==> src/rtl/vsm_stream.sv <==
// Vector-scalar multiply-accumulate stream engine: LANES products summed over ACCUMULATIONS beats.
// Define VSM_SAT_EN for saturating output narrowing and a sticky sat_flag port.
module vsm_stream #(
  parameter int LANES         = 6,
  parameter int IN_WIDTH      = 8,
  parameter int ACC_WIDTH     = 20,
  parameter int OUT_WIDTH     = 8,
  parameter int ACCUMULATIONS = 3,
  parameter int SHIFT         = 0
) (
  input  logic                         clk,
  input  logic                         reset,
  input  logic                         clear,
  input  logic                         in_valid,
  output logic                         in_ready,
  input  logic [LANES*IN_WIDTH-1:0]    a,
  input  logic [IN_WIDTH-1:0]          b,
  output logic                         out_valid,
  input  logic                         out_ready,
  output logic [LANES*OUT_WIDTH-1:0]   out,
`ifdef VSM_SAT_EN
  output logic                         sat_flag,
`endif
  output logic                         busy
);

  localparam int CNT_W = (ACCUMULATIONS > 1) ? $clog2(ACCUMULATIONS) : 1;
  localparam logic [CNT_W-1:0] LAST = CNT_W'(ACCUMULATIONS - 1);

  logic [CNT_W-1:0]            beat_cnt;
  logic [CNT_W-1:0]            beat_cnt_next;
  logic signed [ACC_WIDTH-1:0] acc      [LANES];
  logic signed [ACC_WIDTH-1:0] acc_next [LANES];
  logic [LANES*OUT_WIDTH-1:0]  out_next;
  logic                        last_beat;
  logic                        accept;
  logic                        final_beat;
`ifdef VSM_SAT_EN
  localparam logic signed [ACC_WIDTH-1:0] OUT_MAX = ACC_WIDTH'((2 ** (OUT_WIDTH - 1)) - 1);
  localparam logic signed [ACC_WIDTH-1:0] OUT_MIN = -OUT_MAX - ACC_WIDTH'(1);
  logic any_sat;
`endif

  // Only the final beat has to wait for the held output; earlier beats keep accumulating.
  assign last_beat  = (beat_cnt == LAST);
  assign in_ready   = !clear && !(out_valid && !out_ready && last_beat);
  assign accept     = in_valid && in_ready;
  assign final_beat = accept && last_beat;

  always_comb begin
    beat_cnt_next = beat_cnt;
    if (clear)
      beat_cnt_next = '0;
    else if (accept)
      beat_cnt_next = last_beat ? '0 : beat_cnt + CNT_W'(1);
  end

  // First beat of a vector loads the product instead of adding, so no explicit acc clear is needed.
  always_comb begin : datapath
    logic signed [2*IN_WIDTH-1:0] prod;
    logic signed [ACC_WIDTH-1:0]  shifted;
    prod     = '0;
    shifted  = '0;
    out_next = '0;
`ifdef VSM_SAT_EN
    any_sat  = 1'b0;
`endif
    for (int i = 0; i < LANES; i++) begin
      prod        = $signed(a[i*IN_WIDTH +: IN_WIDTH]) * $signed(b);
      acc_next[i] = (beat_cnt == '0) ? ACC_WIDTH'(prod) : acc[i] + ACC_WIDTH'(prod);
      shifted     = acc_next[i] >>> SHIFT;
`ifdef VSM_SAT_EN
      if (shifted > OUT_MAX) begin
        out_next[i*OUT_WIDTH +: OUT_WIDTH] = OUT_WIDTH'(OUT_MAX);
        any_sat = 1'b1;
      end else if (shifted < OUT_MIN) begin
        out_next[i*OUT_WIDTH +: OUT_WIDTH] = OUT_WIDTH'(OUT_MIN);
        any_sat = 1'b1;
      end else begin
        out_next[i*OUT_WIDTH +: OUT_WIDTH] = OUT_WIDTH'(shifted);
      end
`else
      out_next[i*OUT_WIDTH +: OUT_WIDTH] = OUT_WIDTH'(shifted);
`endif
    end
  end

  always_ff @(posedge clk) begin
    if (reset) begin
      beat_cnt  <= '0;
      busy      <= 1'b0;
      out_valid <= 1'b0;
      out       <= '0;
      for (int i = 0; i < LANES; i++) acc[i] <= '0;
`ifdef VSM_SAT_EN
      sat_flag  <= 1'b0;
`endif
    end else begin
      beat_cnt <= beat_cnt_next;
      busy     <= (beat_cnt_next != '0);
      if (accept)
        for (int i = 0; i < LANES; i++) acc[i] <= acc_next[i];
      // A new result replaces a consumed one on the same edge without a bubble.
      if (final_beat) begin
        out       <= out_next;
        out_valid <= 1'b1;
`ifdef VSM_SAT_EN
        sat_flag  <= sat_flag | any_sat;
`endif
      end else if (out_ready) begin
        out_valid <= 1'b0;
      end
    end
  end

endmodule

==> config.mk <==
export PLATFORM = sky130hd
export DESIGN_NAME = vsm_stream
export DESIGN_NICKNAME = d
export VERILOG_FILES = /design/src/rtl/vsm_stream.sv
export SDC_FILE = /design/constraint.sdc
export NUM_CORES = 1
export LEC_CHECK = 0
export ABC_AREA = 1
export CAP_MARGIN = 0
export CORE_ASPECT_RATIO = 1.4
export CORE_UTILIZATION = 65
export DETAILED_ROUTE_END_ITERATION = 8
export PLACE_DENSITY = 0.87
export SYNTH_ARGS = -nofsm -noshare
export SYNTH_HDL_FRONTEND = slang
export SYNTH_SLANG_ARGS = --single-unit
==> constraint.sdc <==
create_clock -name clk -period 9.85 [get_ports clk]
set_input_delay 1.4775 -clock clk [delete_from_list [all_inputs] [get_ports clk]]
set_output_delay 1.4775 -clock clk [all_outputs]
set_load 0.01 [all_outputs]
Word-level counts from Yosys, hierarchy flattened --
Memories as Yosys holds them, arrays and structs flattened. Index checks and enable logic that the tools add are counted.
Storage, ports and cells: output and inout port bits 51, register bits after elaboration 52, memories 1, RAM bits 120
Cells by class: $add $sub $neg 7, bitwise operators 6, equality and inequality tests 1, muxes and demuxes 22, reductions and logical operators 11, $mul 6
Memories:
- acc | words 6, bits a word 20, read ports 6, clocked after memory_dff 0, wr ports 6, line 32 | logic signed [ACC_WIDTH-1:0] acc [LANES];
Operators by type and width (number):
- $mux 20 | 12
- $add 20x16->20 | 6
- $mul 8x8->16 | 6
- $mux 1 | 7
- $mux 2 | 3
- $or 1x1->1 | 6
- $logic_and 1x1->1 | 5
- $reduce_bool 2->1 | 2
- $logic_not 1->1 | 3
- $add 2x1->2 const B | 1
- $eq 2x2->1 const B | 1
- $logic_not 2->1 | 1

Logic depth before layout (Yosys ltp) --
depth in word-level cells 10, gate-level depth with buffers 29, depth with buffers taken out 25

Worst setup path before layout --
OpenSTA, ideal clock, no wires.
path kind input -> register, start point in b[0], end point mem acc[0][7], data pin, data required time 9593 ps, stages 26, path buffers 4, library setup time 257 ps, arrival 5767 ps, slack 3826 ps, cells stage by stage buf_6 > buf_6 > clkbuf_1 > buf_1 > nand2_1 > inv_1 > ha_1 > inv_1 > fa_1 > inv_1 > ha_1 > inv_1 > fa_1 > inv_1 > ha_1 > fa_1 > xor2_1 > ha_1 > a21o_1 > a31oi_1 > nand2_1 > nand2_1 > nand3_1 > nand3b_1 > nand2_1 > nor2_1
RTL lines:
- start, declared | line 17 | input logic [IN_WIDTH-1:0] b,
- end, declared | line 32

==> impl_metrics.env <==
export IMPL_holdWs_ps=496
export IMPL_slew_viol_final=0
export IMPL_grt_pass1_wl_um=48400
export IMPL_worstPathMaxFanout=24
export IMPL_finalSetupViolations=0
export IMPL_ys_warn_count=0
export IMPL_drt_iter0_markers=849
export IMPL_htreeDepth=3
export IMPL_maxCapViolations=0
export IMPL_switching_share_pct=43.7
export IMPL_place_ws_ps=2810
export IMPL_track_usage_pct=30.6
export IMPL_crit_type="in2reg"
export IMPL_p_leak_nw=8.09
export IMPL_drc=0
export IMPL_intPower_w=0.00110
export IMPL_final_common_cell="nand2_1"
export IMPL_ys_ff_latch=100
export IMPL_setup_tns_ps=0
export IMPL_wl_um=28400
export IMPL_max_freq_mhz=148
export IMPL_synth_cell_types=41
export IMPL_syn_area_um2=12300
export IMPL_dp_cells=2065
export IMPL_power_density_nw_per_um2=142
export IMPL_fin_cells=2081
export IMPL_postCtsResizedCells=0
export IMPL_clkPwrFrac_pct=18.1
export IMPL_critPathBufInv=2
export IMPL_nFillCells=1457
export IMPL_crit_family="adder cells"
export IMPL_grt_ovfl_total=0
export IMPL_synthFlopType="dfxtp_1"
export IMPL_multi_input_area_um2=7870
export IMPL_final_hold_violation_count=0
export IMPL_dp_hpwl_um=21200
export IMPL_grt_max_degree=62
export IMPL_pin_count=112
export IMPL_maxSlewHeadroom_pct=26.2
export IMPL_vias_per_cell=5.31
export IMPL_grt_pass1_vias=10900
export IMPL_p_switching_w=0.000851
export IMPL_p_seq_share_pct=23.9
export IMPL_final_nets=2127
export IMPL_cp_start_kind="primary input"
export IMPL_rows=59
export IMPL_fin_crit_sh_pct=68.4
export IMPL_die_x_um=118
export IMPL_gp_congestion=0.885
export IMPL_hp_class="reg2reg"
export IMPL_root_buffer="clkbuf_16"
export IMPL_seqCellArea_um2=2480
export IMPL_synthCells=1758
export IMPL_setup_slack_ps=3110
export IMPL_min_delay_start="out[40]"
export IMPL_cts_tree="done"
export IMPL_avgSynthCellArea_um2=6.98
export IMPL_end_kind="flop"
export IMPL_design_area_um2=13700
export IMPL_rsz0062_at_grt="false"
export IMPL_status="completed"
export IMPL_cpPeakStageDelay_ps=1170
export IMPL_postCtsHoldBufs=0
export IMPL_fin_worst_skew_ps=9.03
export IMPL_cts_buffers=9
export IMPL_peakVddDrop_v=0.000122
export IMPL_clkLatencyLatePin_ps=350
export IMPL_layout_min_cycle_time_ps=6740
export IMPL_io_buffers=111
export IMPL_avgRoutedWirePerCell_um=13.6
export IMPL_drive_gt1_share_pct=2.45
export IMPL_num_antenna_cells=0
export IMPL_critical_path_slowest_cell="clkdlybuf4s50_1"
export IMPL_vias=11000
export IMPL_pwr_share_comb_pct=58.0
export IMPL_start_util_pct=66.3
export IMPL_die_area_um2=19400
export IMPL_drt_pass1_iterations=6
export IMPL_area_growth_pct=12.0
export IMPL_cts_sinks=100
export IMPL_coreArea_um2=18500
export IMPL_antenna_left=0
export IMPL_placed_cell_area_um2=13500
export IMPL_cp_arrival_ps=6820
export IMPL_crit_chain="clkdlybuf4s50_1 > nand2_1 > fa_1 > fa_1 > fa_1 > fa_1 > inv_1 > ha_1 > xor2_1 > ha_1 > a21o_1 > a31oi_1 > nand2_1 > nand2_1 > nand3_1 > nand3b_1 > nand2_1 > nor2_1"
export IMPL_ys_seq_area_share_pct=20.2
export IMPL_crit_start="b[4]"
export IMPL_ctsLongestPathBuffers=2
export IMPL_postCtsSetupBuffers=0
export IMPL_rr_startpoint="beat_cnt[1]"
export IMPL_ys_async_sr_fraction_pct=0
export IMPL_worstPathRequired_ps=9940
export IMPL_antenna_found_initial=0
export IMPL_final_cell_mix="nand2_1 (507), inv_1 (426), ha_1 (156)"
export IMPL_tightest_slew_ps=1110
export IMPL_synth_nets=2053
export IMPL_dieHeight_um=165
export IMPL_synth_edff_count=48
export IMPL_clk_pin_slew_worst_paths_ps=70
metal layers:
layer | track usage (%) | part of all wire [%] | vias to the layer above
met5 | 0 | 0 | -
met4 | 13.2 | 3.0 | 0
met3 | 3.73 | 7.3 | 77
met2 | 52.8 | 47 | 451
met1 | 38.8 | 43 | 5034
li1 | - | - | 5486
cells in the mapped netlist (2+ instances only):
| cell | count | area share [%] |
|---|---|---|
| a21o_1 | 4 | 0.24 |
| a21oi_1 | 65 | 2.6 |
| a21oi_2 | 2 | 0.14 |
| a2bb2oi_1 | 6 | 0.43 |
| a31oi_1 | 3 | 0.15 |
| and3_1 | 3 | 0.15 |
| buf_1 | 3 | 0.092 |
| buf_2 | 19 | 0.77 |
| buf_4 | 7 | 0.43 |
| buf_6 | 6 | 0.55 |
| clkbuf_1 | 23 | 0.70 |
| dfxtp_1 | 52 | 8.5 |
| edfxtp_1 | 48 | 12 |
| fa_1 | 78 | 13 |
| ha_1 | 156 | 16 |
| inv_1 | 426 | 13 |
| inv_2 | 4 | 0.12 |
| mux2i_1 | 6 | 0.49 |
| nand2_1 | 508 | 16 |
| nand2_2 | 2 | 0.10 |
| nand3_1 | 95 | 3.9 |
| nand3b_1 | 10 | 0.61 |
| nand4_1 | 8 | 0.41 |
| nor2_1 | 90 | 2.8 |
| o211ai_1 | 19 | 1.2 |
| o21a_1 | 4 | 0.24 |
| o21ai_0 | 38 | 1.5 |
| o21ai_1 | 3 | 0.12 |
| o21bai_1 | 4 | 0.24 |
| or2_1 | 2 | 0.10 |
| or2_2 | 5 | 0.25 |
| xnor2_1 | 23 | 1.6 |
| xor2_1 | 28 | 2.0 |
kinds of logic after synthesis:
kind of cell | synth area share, %
buf+inv | 15.7
fa+ha+maj | 28.6
simple gates | 24.1
xor+xnor | 3.77
compound gates | 7.11
flops | 20.2
mux | 0.489
tightest hold or removal path, stage by stage, from the launching register on:
cell	delay, ps
dfxtp_1	330
a21oi_1	60
nor2_1	70
sequential cells by signal, indices dropped and copies added, names as in the netlist:
register,flops
beat_cnt,2
busy,1
acc,48
out_valid,1
out,48
per-stage QoR:
step	utilization [%]	total power [W]
3_5_place_dp	72.6	0.00158
2_1_floorplan	-	0.00133
4_1_cts	74.2	0.00195
3_3_place_gp	72.6	0.00153
5_1_grt	74.2	0.00214
6_report	74.2	0.00195
final timing paths:
path | to | slack [ps] | cells after the start
setup / recovery | acc[0][7] | 3110 | 18
hold / removal | out[40] | 500 | 2
setup reg to reg | out[46] | 7420 | 11
hold reg to reg | out[40] | 500 | 2
area by class of cell:
type,instances,share of cell area [%]
multi-input combinational,1169,57.2
tap,244,2.22
clock inverter,6,0.464
clock buffer,10,1.67
inverter,431,11.8
timing repair buffer,121,8.59
sequential,100,18.1
power by group through the flow:
stage          registers (W)  clock network [W]  logic, W
2_1_floorplan       0.000474                  0  0.000854
3_3_place_gp        0.000475                  0   0.00105
3_5_place_dp        0.000476                  0   0.00110
4_1_cts             0.000467           0.000358   0.00112
5_1_grt             0.000468           0.000373   0.00130
6_report            0.000467           0.000353   0.00113
Note: power is estimated with default switching activity, not from simulation.
==> patch 1: new RTL, same flow settings <==
Reset style: asynchronous (`reset`), changed in one clocked block.
--- a/src/rtl/vsm_stream.sv
+++ b/src/rtl/vsm_stream.sv
@@ -85,7 +85,7 @@
     end
   end
 
-  always_ff @(posedge clk) begin
+  always_ff @(posedge clk or posedge reset) begin
     if (reset) begin
       beat_cnt  <= '0;
       busy      <= 1'b0;
Check against the original RTL: differs if reset is asserted again (counterexample within 4 cycles, from zero or initial values and one cycle with reset high); with reset held inactive, the same outputs for 4 cycles.
==> patch 1 against the original RTL <==
Design area rose by 0.66%; largest cell class unchanged; critical path depth up 4; highest routed layer unchanged; sequential cell count is the same; total power up 38%; wire length grew 3.4%; setup slack improved by 0.63 ns; die area grew 0.83%; area after synthesis grew 0.85%.
==> patch 1: results (changes against the original RTL) <==
Run status
  – Status: finished, final reports clean (unchanged)

Synthesis
  – Area share of fa/ha/maj cells after synthesis: 0.284 (was 0.286)
  – Top cell type's share of synthesized area: 0.202 (was 0.159)
  – Post-synthesis mux area share: 0.00485 (was 0.00489)
  – Post-Synth XOR/XNOR Area: 0.0331 (was 0.0377)
  – Commonest cells post-synth: nand2_1 (658), inv_1 (405), ha_1 (156) (was nand2_1 (508), inv_1 (426), ha_1 (156))
  – Yosys cell types: 32 (was 41)
  – Compound-Gate Fraction of Synth Area: 0.0586 (was 0.0711)
  – Area contributors post-synth: dfrtp_1 (20%), nand2_1 (20%), ha_1 (16%), fa_1 (13%), inv_1 (12%) (was ha_1 (16%), nand2_1 (16%), inv_1 (13%), fa_1 (13%), edfxtp_1 (12%))
  – Share of the yosys chip area belonging to registers: 0.202 (about the same)
  – Ys async rst share: 1.00 (was 0)

Setup path
  – Reg2reg end: out[19]$_DFFE_PP0P_ (was out[46]$_SDFFE_PP0P_)
  – Worst Setup SP: b[2] (was b[4])
  – R2R Path Start: beat_cnt[0]$_DFF_PP0_ (was beat_cnt[1]$_SDFF_PP0_)
  – Data arrival, critical path: 6.34 ns (was 6.82 ns)
  – Reg2reg setup slack: 6.56 ns (was 7.42 ns)
  – R2R depth: 8 (was 11)
  – Crit path max fanout: 40 (was 24)

Global route
  – Vias in the first global route: 11,200 (was 10,900)
  – GRT Util Overall: 0.316 (was 0.306)
  – Global-route wire length before repair: 50.3 mm (was 48.4 mm)
  – Largest net degree at the start of global routing: 76 (was 62)

Placed design
  – Final GP Congestion: 0.889 (was 0.885)
  – Pre-CTS setup slack: 3.43 ns (was 2.81 ns)
  – DPL Wire Length: 21.7 mm (was 21.2 mm)

Routing
  – Iteration count of the initial detailed-routing pass: 5 (was 6)
  – Number of DRC markers in iteration 0: 878 (was 849)
  – Routed vias/inst: 5.33 (was 5.31)
  – Wire per inst: 13.7 µm (was 13.6 µm)

Final layout
  – Share of layout cells above drive strength 1: 0.0228 (was 0.0245)
  – Antenna cells: 0 (unchanged)
  – Fillers: 1,445 (was 1,457)
  – Nets: 2,180 (was 2,127)

STA
  – Hold slack: 0.485 ns (was 0.496 ns)
  – Layout Skew: 0.0164 ns (was 0.00903 ns)
  – Max Clock Freq: 164 MHz (was 148 MHz)

Power
  – Peak supply drop: 187 µV (was 122 µV)

Min path
  – Worst hold start: out[15]$_DFFE_PP0P_ (was out[40]$_SDFFE_PP0P_)
  – Hold EP: out[15]$_DFFE_PP0P_ (was out[40]$_SDFFE_PP0P_)
-- patch 1: cell type report --
cell class                      count  area [µm²]  share of cell area
Tap cell                          244         305              0.0221
Sequential cell                   100        2500               0.181
Timing Repair Buffer              120        1170              0.0848
Inverter                          410        1540               0.112
Clock buffer                        9         225              0.0163
Clock inverter                      7        75.1             0.00542
Multi-Input combinational cell   1244        8010               0.579
-- patch 1: how the worst max path moves through the flow --
| stage | to | depth (start not counted) |
|---|---|---|
| 3_3_place_gp | out[47]$_DFFE_PP0P_ | 20 |
| 2_1_floorplan | acc[107]$_DFFE_PP0P_ | 23 |
| 5_1_grt | acc[7]$_DFFE_PP0P_ | 25 |
| 4_1_cts | out[47]$_DFFE_PP0P_ | 22 |
| 3_5_place_dp | out[47]$_DFFE_PP0P_ | 22 |
| 6_report | out[47]$_DFFE_PP0P_ | 22 |
-- patch 1: metal layers --
layer  share of wire  routed length, µm  up-vias  GRT usage
li1                -                  -     5608          -
met1            0.43              12600     5275      0.410
met2            0.47              13900      406      0.536
met3           0.068               2000       75     0.0350
met4           0.028                829        0      0.138
met5               0                  0        -          0
-- patch 1: logic make-up (layout without fill, tap and decap cells) --
| kind of cell | after synthesis | count (layout) |
|---|---|---|
| fa+ha+maj | 234 | 234 |
| buf+inv | 473 | 546 |
| compound gates | 134 | 134 |
| flops | 100 | 100 |
| mux | 6 | 6 |
| simple gates | 824 | 824 |
| xor+xnor | 46 | 46 |
-- patch 1: through the flow --
step	power, W	instance area (µm²)	utilization	instances
floorplan	0.00182	12400	-	1817
global route	0.00297	13800	0.744	2134
CTS	0.00269	13800	0.744	2134
global placement	0.00223	13500	0.728	2118
detailed placement	0.00230	13500	0.728	2118
finish	0.00270	13800	0.744	2134
-- patch 1: where the power goes --
group | leakage (nW) | internal, W | switching [W]
registers | 1.28 | 0.000556 | 0.0000986
clock network | 0.145 | 0.000181 | 0.000181
logic | 7.08 | 0.000718 | 0.000965
-- patch 1: critical path: stages --
cell,delay [ns]
clkdlybuf4s50_1,0.46
buf_4,0.41
nand2_1,0.15
fa_1,0.43
fa_1,0.55
inv_1,0.04
ha_1,0.26
inv_1,0.05
fa_1,0.53
inv_1,0.07
fa_1,0.43
xor2_1,0.25
ha_1,0.32
a21oi_1,0.14
o21a_1,0.14
nand2_1,0.07
nand2_1,0.07
nand2_1,0.05
nor2_1,0.15
nand3_1,0.11
nand3_1,0.10
nand2_1,0.06
==> patch 2: new RTL, same settings <==
Without the edit above. The parameter `LANES` goes from 6 to 7.
--- a/src/rtl/vsm_stream.sv
+++ b/src/rtl/vsm_stream.sv
@@ -1,7 +1,7 @@
 // Vector-scalar multiply-accumulate stream engine: LANES products summed over ACCUMULATIONS beats.
 // Define VSM_SAT_EN for saturating output narrowing and a sticky sat_flag port.
 module vsm_stream #(
-  parameter int LANES         = 6,
+  parameter int LANES         = 7,
   parameter int IN_WIDTH      = 8,
   parameter int ACC_WIDTH     = 20,
   parameter int OUT_WIDTH     = 8,
Ports: changed (resized a and out); port bits go from 112 to 128. No check against the original RTL was run, so the function may have changed too.
==> patch 2 against the original RTL <==
Total power grew 27%; wire length grew 24%; clock skew decreased by 0.0024 ns; design area is 18% higher; area after synthesis is 17% higher; sequential share of layout area decreased by 0.24 points; maximum frequency is 1.2% lower; setup slack got worse by 0.081 ns; sequential cell count up 16; register-to-register slack got worse by 0.65 ns; combinational power is 20% higher; critical endpoint is now acc[5][7]$_SDFFCE_PN0P_; largest cell class unchanged; largest power group unchanged.
==> patch 2: results (changes against the original RTL) <==
Run status
  – Status: finished, final reports clean (unchanged)

Placed design
  – DPL Wire Length: 25.8 mm (was 21.2 mm)
  – I/O Buffers: 127 (was 111)
  – Placed Instances: 2,397 (was 2,065)

Synthesis
  – Area contributors post-synth: ha_1 (16%), nand2_1 (15%), inv_1 (13%), fa_1 (13%), edfxtp_1 (12%) (was ha_1 (16%), nand2_1 (16%), inv_1 (13%), fa_1 (13%), edfxtp_1 (12%))
  – Syn Inst Count: 2,039 (was 1,758)
  – Commonest cells post-synth: nand2_1 (585), inv_1 (498), ha_1 (182) (was nand2_1 (508), inv_1 (426), ha_1 (156))
  – Share of the yosys chip area belonging to registers: 0.202 (about the same)
  – Area share of fa/ha/maj cells after synthesis: 0.287 (was 0.286)
  – Compound-Gate Fraction of Synth Area: 0.0737 (was 0.0711)

Routing
  – Routed vias/inst: 5.38 (was 5.31)
  – Vias: 13,100 (was 11,000)
  – Wire per inst: 14.5 µm (was 13.6 µm)

Setup path
  – Reg2reg end: out[14]$_SDFFE_PP0P_ (was out[46]$_SDFFE_PP0P_)
  – R2R Path Start: beat_cnt[0]$_SDFF_PP0_ (was beat_cnt[1]$_SDFF_PP0_)
  – Crit path max fanout: 25 (was 24)
  – Worst Setup SP: b[2] (was b[4])
  – Worst path max stage delay: 1.05 ns (was 1.17 ns)

Power
  – Internal power: 0.00141 W (was 0.00110 W)
  – Power Combinational: 0.00136 W (was 0.00113 W)
  – Power Clock: 0.000575 W (was 0.000353 W)
  – Pwr Total: 0.00248 W (was 0.00195 W)

Final layout
  – Share of layout cells above drive strength 1: 0.0328 (was 0.0245)
  – Nets: 2,466 (was 2,127)
  – Largest registers: acc: 56 flops, out: 56 flops, beat_cnt: 2 flops (was acc: 48 flops, out: 48 flops, beat_cnt: 2 flops)

Min path
  – Worst hold start: out[16]$_SDFFE_PP0P_ (was out[40]$_SDFFE_PP0P_)
  – Hold EP: out[16]$_SDFFE_PP0P_ (was out[40]$_SDFFE_PP0P_)

Global route
  – GRT Util Overall: 0.329 (was 0.306)
  – Largest net degree at the start of global routing: 60 (was 62)

Clocking
  – Worst-skew pair later-pin latency: 0.42 ns (was 0.35 ns)
[patch 2: cell count changes after synthesis, moves of 8 or more]
cell | unedited run | this run
a21oi_1 | 65 | 76
dfxtp_1 | 52 | 60
edfxtp_1 | 48 | 56
fa_1 | 78 | 91
ha_1 | 156 | 182
inv_1 | 426 | 498
nand2_1 | 508 | 585
nand3_1 | 95 | 109
[patch 2: routing by layer]
layer	global-route usage	vias up	routed length (µm)
li1	-	6379	-
met1	0.406	6049	14400
met2	0.567	559	16900
met3	0.0567	93	2930
met4	0.135	0	991
met5	0	-	0
[patch 2: metrics by stage]
stage,worst slack [ns],instance area (µm²),utilization
global placement,2.82,15600,0.732
detailed placement,2.64,15600,0.732
CTS,3.07,16200,0.758
finish,3.03,16200,0.758
floorplan,3.76,14300,-
global route,2.78,16200,0.758
[patch 2: final cells by class]
type                       instances  share of cell area
clock inverter                    14             0.00688
timing repair buffer             137              0.0826
inverter                         503               0.117
multi-input combinational       1349               0.567
sequential                       116               0.178
clock buffer                      18              0.0265
tap                              292              0.0226
